===== config.mk =====
export PLATFORM = sky130hd
export DESIGN_NAME = datamem_arbiter
export DESIGN_NICKNAME = d
export VERILOG_FILES = /design/src/rtl/datamem_arbiter.sv
export SDC_FILE = /design/constraint.sdc
export NUM_CORES = 1
export LEC_CHECK = 0
export CAP_MARGIN = 15
export CORE_UTILIZATION = 38
export CTS_BUF_LIST = sky130_fd_sc_hd__clkbuf_8
export DETAILED_ROUTE_END_ITERATION = 12
export PLACE_DENSITY = 0.76
export REMOVE_ABC_BUFFERS = 1
export SLEW_MARGIN = 20
export SYNTH_ARGS = -nofsm -noshare
export SYNTH_HDL_FRONTEND = slang
export SYNTH_SLANG_ARGS = --single-unit

===== constraint.sdc =====
create_clock -name clk -period 2.8 [get_ports clk]
set_input_delay 0.28 -clock clk [delete_from_list [all_inputs] [get_ports clk]]
set_output_delay 0.28 -clock clk [all_outputs]
set_load 0.01 [all_outputs]

===== src/rtl/datamem_arbiter.sv =====
// Two-port arbiter/sequencer for the single-ported 16-bit data memory.
// One access in flight at a time; read data returned after a fixed latency.
module datamem_arbiter #(
   parameter int LAT   = 2,
   parameter int FIXED = 0
) (
   input  logic        clk,
   input  logic        reset,
   input  logic        p0_req,
   input  logic        p0_we,
   input  logic [15:0] p0_addr,
   input  logic [15:0] p0_wdata,
   output logic        p0_gnt,
   output logic        p0_done,
   output logic [15:0] p0_rdata,
   input  logic        p1_req,
   input  logic        p1_we,
   input  logic [15:0] p1_addr,
   input  logic [15:0] p1_wdata,
   output logic        p1_gnt,
   output logic        p1_done,
   output logic [15:0] p1_rdata,
   output logic        mem_en,
   output logic        mem_we,
   output logic [15:0] mem_addr,
   output logic [15:0] mem_wdata,
   input  logic [15:0] mem_rdata,
   output logic        busy
);
   // state | meaning
   // IDLE  | arbitrating; grant is combinational from the requests
   // ISSUE | memory strobe driven from the latched command
   // WAIT  | counting down the read latency
   typedef enum logic [1:0] {IDLE, ISSUE, WAIT} state_t;

   localparam logic [3:0] LAT_C = 4'(LAT);

   state_t      state_q, state_d;
   logic [3:0]  cnt_q, cnt_d;
   logic        rr_q, rr_d;
   logic        owner_q, owner_d;
   logic        cmd_we_q, cmd_we_d;
   logic [15:0] cmd_addr_q, cmd_addr_d;
   logic [15:0] cmd_wdata_q, cmd_wdata_d;
   logic        p0_done_q, p0_done_d;
   logic        p1_done_q, p1_done_d;
   logic [15:0] p0_rdata_q, p0_rdata_d;
   logic [15:0] p1_rdata_q, p1_rdata_d;
   logic        win1;
   logic        gnt0;
   logic        gnt1;

   // rr_q=1 means port 1 is preferred on a tie
   always_comb begin
      win1 = 1'b0;
      if (p1_req && !p0_req) begin
         win1 = 1'b1;
      end else if (p1_req && p0_req && (FIXED == 0)) begin
         win1 = rr_q;
      end
   end

   // Gated by reset so every output is quiet while reset is held
   assign gnt0 = reset && (state_q == IDLE) && p0_req && !win1;
   assign gnt1 = reset && (state_q == IDLE) && p1_req && win1;

   always_comb begin
      state_d     = state_q;
      cnt_d       = cnt_q;
      rr_d        = rr_q;
      owner_d     = owner_q;
      cmd_we_d    = cmd_we_q;
      cmd_addr_d  = cmd_addr_q;
      cmd_wdata_d = cmd_wdata_q;
      p0_done_d   = 1'b0;
      p1_done_d   = 1'b0;
      p0_rdata_d  = p0_rdata_q;
      p1_rdata_d  = p1_rdata_q;
      unique case (state_q)
         IDLE: begin
            if (gnt0 || gnt1) begin
               state_d     = ISSUE;
               owner_d     = gnt1;
               cmd_we_d    = gnt1 ? p1_we    : p0_we;
               cmd_addr_d  = gnt1 ? p1_addr  : p0_addr;
               cmd_wdata_d = gnt1 ? p1_wdata : p0_wdata;
               if (FIXED == 0) begin
                  rr_d = gnt0;
               end
            end
         end
         ISSUE: begin
            state_d = WAIT;
            cnt_d   = LAT_C;
         end
         WAIT: begin
            cnt_d = cnt_q - 4'd1;
            if (cnt_q == 4'd1) begin
               state_d = IDLE;
               if (!cmd_we_q) begin
                  if (owner_q) begin
                     p1_rdata_d = mem_rdata;
                  end else begin
                     p0_rdata_d = mem_rdata;
                  end
               end
               p0_done_d = !owner_q;
               p1_done_d = owner_q;
            end
         end
         default: state_d = IDLE;
      endcase
   end

   always_ff @(posedge clk) begin
      if (!reset) begin
         state_q     <= IDLE;
         cnt_q       <= 4'd0;
         rr_q        <= 1'b0;
         owner_q     <= 1'b0;
         cmd_we_q    <= 1'b0;
         cmd_addr_q  <= 16'h0000;
         cmd_wdata_q <= 16'h0000;
         p0_done_q   <= 1'b0;
         p1_done_q   <= 1'b0;
         p0_rdata_q  <= 16'h0000;
         p1_rdata_q  <= 16'h0000;
      end else begin
         state_q     <= state_d;
         cnt_q       <= cnt_d;
         rr_q        <= rr_d;
         owner_q     <= owner_d;
         cmd_we_q    <= cmd_we_d;
         cmd_addr_q  <= cmd_addr_d;
         cmd_wdata_q <= cmd_wdata_d;
         p0_done_q   <= p0_done_d;
         p1_done_q   <= p1_done_d;
         p0_rdata_q  <= p0_rdata_d;
         p1_rdata_q  <= p1_rdata_d;
      end
   end

   assign p0_gnt    = gnt0;
   assign p1_gnt    = gnt1;
   assign p0_done   = p0_done_q;
   assign p1_done   = p1_done_q;
   assign p0_rdata  = p0_rdata_q;
   assign p1_rdata  = p1_rdata_q;
   assign mem_en    = (state_q == ISSUE);
   assign mem_we    = (state_q == ISSUE) && cmd_we_q;
   assign mem_addr  = cmd_addr_q;
   assign mem_wdata = cmd_wdata_q;
   assign busy      = (state_q != IDLE);

endmodule


==> implementation parameters <==
Parameter                              Value

Outcome
  Run status ... completed

Critical path
  Cell-by-cell listing of the critical path ... inv_1, ha_1, and3_1, and2_1, clkdlybuf4s50_1
  Crit Path Class ... flop to output port
  Data required time of the critical path ... 2520 ps
  Delay-heaviest family, CP ... buffers and inverters
  Highest-delay cell along the critical path ... clkdlybuf4s50_1
  CP max stage delay ... 470 ps
  Kind of start point of the critical path ... flop
  Kind of end point of the critical path ... output port
  Number of buffer and inverter stages on the critical path ... 2
  Critical path arrival ... 1950 ps
  CP max FO ... 5

Cells and area
  Most frequent standard cell in the layout excluding fill and tap cells ... clkdlybuf4s50_1
  FF/Latch Area ... 0.001501 mm^2
  Multi-input combinational cell area ... 0.001543 mm^2
  Top library cells by usage in the layout, fill and taps aside ... clkdlybuf4s50_1, nand2_1, dfxtp_1
  Layout cell share with drive strength beyond 1 ... 5.556%
  Fill cell instance count of the final layout ... 729
  Finished Layout Cells ... 627
  Layout Area Growth over Synthesis ... 55.62%
  Inserted Diodes ... 0
  Final-stage net count ... 610

Clock network
  Max Buffers Root-to-Sink ... 2
  CTS tree ... done
  Root buffer cell ... clkbuf_8
  Number of buffers created by CTS ... 9
  Number of instances resized during post-cts repair ... 0
  Post-CTS Hold Fix Bufs ... 0
  Skew-Pair Late Insertion Delay ... 340 ps
  Clock Sink Count ... 75
  Clk slew on worst S/H paths ... 80 ps
  Number of H-tree branching levels ... 3
  Number of setup buffers added after CTS ... 0

Route
  Vias after detailed routing ... 3369
  Final routed DRC violation total ... 0
  WL final ... 9597 um
  Starting DRT DRC Count ... 165
  Detailed-route vias per instance ... 5.373
  DR pass1 iterations ... 4
  Routed wire per std cell ... 15.31 um
  Antenna violation net count after detailed routing ... 0

Floorplanning
  Floorplan die height ... 94.53 um
  Total I/O pin count ... 157
  Die Span X ... 94.53 um
  Floorplan Core Area ... 0.008258 mm^2
  Placement Rows ... 33
  Effective utilization at floorplan ... 39.39%
  Area of the die ... 0.008935 mm^2

Logic synthesis
  Fraction of the yosys area taken by sequential cells ... 46.15%
  Synth cell types ... 31
  Synth area leaders ... dfxtp_1, mux2i_1, nand2_1
  Number of storage elements in the synthesis netlist ... 75
  Library cell occupying the most area in the post-synthesis netlist ... dfxtp_1
  Top cell type's share of synthesized area ... 46.15%
  Cell area after technology mapping ... 0.003253 mm^2
  Post-Synthesis Cells ... 377
  Yosys warns ... 0
  Average cell area after synthesis ... 8.629 um^2

Timing
  Total setup violations reported at the end of the flow ... 0
  Tcrit/Tclk final ... 79.68%
  Accumulated negative setup slack ... 0 ps
  Max Clock Freq ... 0.4482 GHz
  Number of pins exceeding their max-slew limit in the final report ... 0
  Clock skew after layout ... 9.673 ps
  Setup repair after global routing missed its margin ... no
  Final Critical Period ... 2231 ps
  Relative slew slack ... 42.98%
  Transition at the pin with the smallest max-transition slack ... 855.2 ps
  Final hold violation count ... 0
  Final WS setup ... 569.0 ps

Pwr
  Worst IR Drop VDD ... 0.2581 mV
  Power per standard cell area ... 626.5 mW/mm^2
  Total power draw ... 3.172 mW
  Leakage power summed over all cells ... 1.993 nW

Job
  Maximum capacitance violations ... 0

Global routing
  Largest net degree at the start of global routing ... 90
  Number of global-route vias before repair ... 3241
  Global-route congestion overflow total ... 0
  Wire length of the first global-routing pass ... 15250 um
  Total routing usage reported by global routing ... 21.83%
  Initial antenna violation count ... 0

Worst hold path
  Worst Hold Class ... flop to flop

Placed design
  Detail Placement HPWL ... 6578 um
  Last weighted congestion value of the routability-driven placer ... 0.7413
  IO Port Bufs ... 156
  DP Cell Count ... 611
  Placement Setup Slack ... 859.9 ps
[through the flow]
step                hold slack, ps  instance area (um^2)  utilization (%)
finish                       460.1                  5062            61.30
global route                 484.2                  5062            61.30
CTS                          463.6                  5062            61.30
detailed placement           452.4                  4822            58.39
global placement             444.0                  4822            58.39
floorplan                    418.3                  3074                -
[Yosys cell counts, drive strengths merged]
library cell and n:
nor2b 1, and2 3, inv 8, o21bai 1
dfxtp 75, nand4 33, mux2i 34, nand2b 1
a21oi 3, a31oi 34, nand3 34, nand3b 1
nand2 91, nor2 2, a22oi 1, o211ai 1
nand4b 1, nor3 1, and3 2, a32o 1
or3b 1, and4bb 1, ha 7, clkbuf 17
nor4 2, buf 18, o21ai 3
[path summary, 6_finish.rpt]
kind | start | end | slack, ps | cells past startpoint
setup / recovery | state_q[0] | p1_gnt | 570 | 5
hold / removal | p1_rdata[12] | p1_rdata[12] | 460 | 2
setup reg to reg | state_q[0] | p1_rdata[11] | 900 | 5
hold reg to reg | p1_rdata[12] | p1_rdata[12] | 460 | 2
[worst min-delay path: stages (launching register included)]
cell	delay [ps]
dfxtp_1	310
nand2_1	50
mux2i_1	50
[report_power, final]
group	switching, mW	internal [mW]
combinational	0.500	0.445
clock	0.402	0.592
sequential	0.0656	1.17
[cells by family (layout without fill, tap and decap cells)]
logic type               after synthesis  in the layout  share of synthesized area (%)
adder cells (fa/ha/maj)                7              7                          2.692
AO/OA/AOI/OAI                         44             44                          8.615
multiplexers                          34             34                          10.46
buffers and inverters                 43            188                          6.423
AND/OR/NAND/NOR                      174            174                          25.65
flip-flops                            75             75                          46.15
[layer usage]
metal | wire [um] | GRT usage [%] | part of all wire (%) | up-vias
met2 | 4547 | 37.44 | 47 | 161
met4 | 143 | 8.586 | 1.5 | 0
met1 | 4094 | 26.69 | 43 | 1575
li1 | - | - | - | 1619
met5 | 0 | 0 | 0 | -
met3 | 812 | 4.509 | 8.5 | 14
[state kept, by name (all words and copies together) (netlist names)]
name       flops
owner_q        1
p0_rdata      16
mem_wdata     16
cmd_we_q       1
state_q        2
rr_q           1
p1_done        1
p0_done        1
cnt_q          4
p1_rdata      16
mem_addr      16
[area by class of cell]
class | instances | area share, %
timing repair buffer | 164 | 31.93
multi-input combinational | 259 | 30.47
sequential | 75 | 29.66
tap | 105 | 2.595
clock buffer | 9 | 2.447
clock inverter | 7 | 2.299
inverter | 8 | 0.5932
No activity file was read; power rests on OpenSTA's default activity.
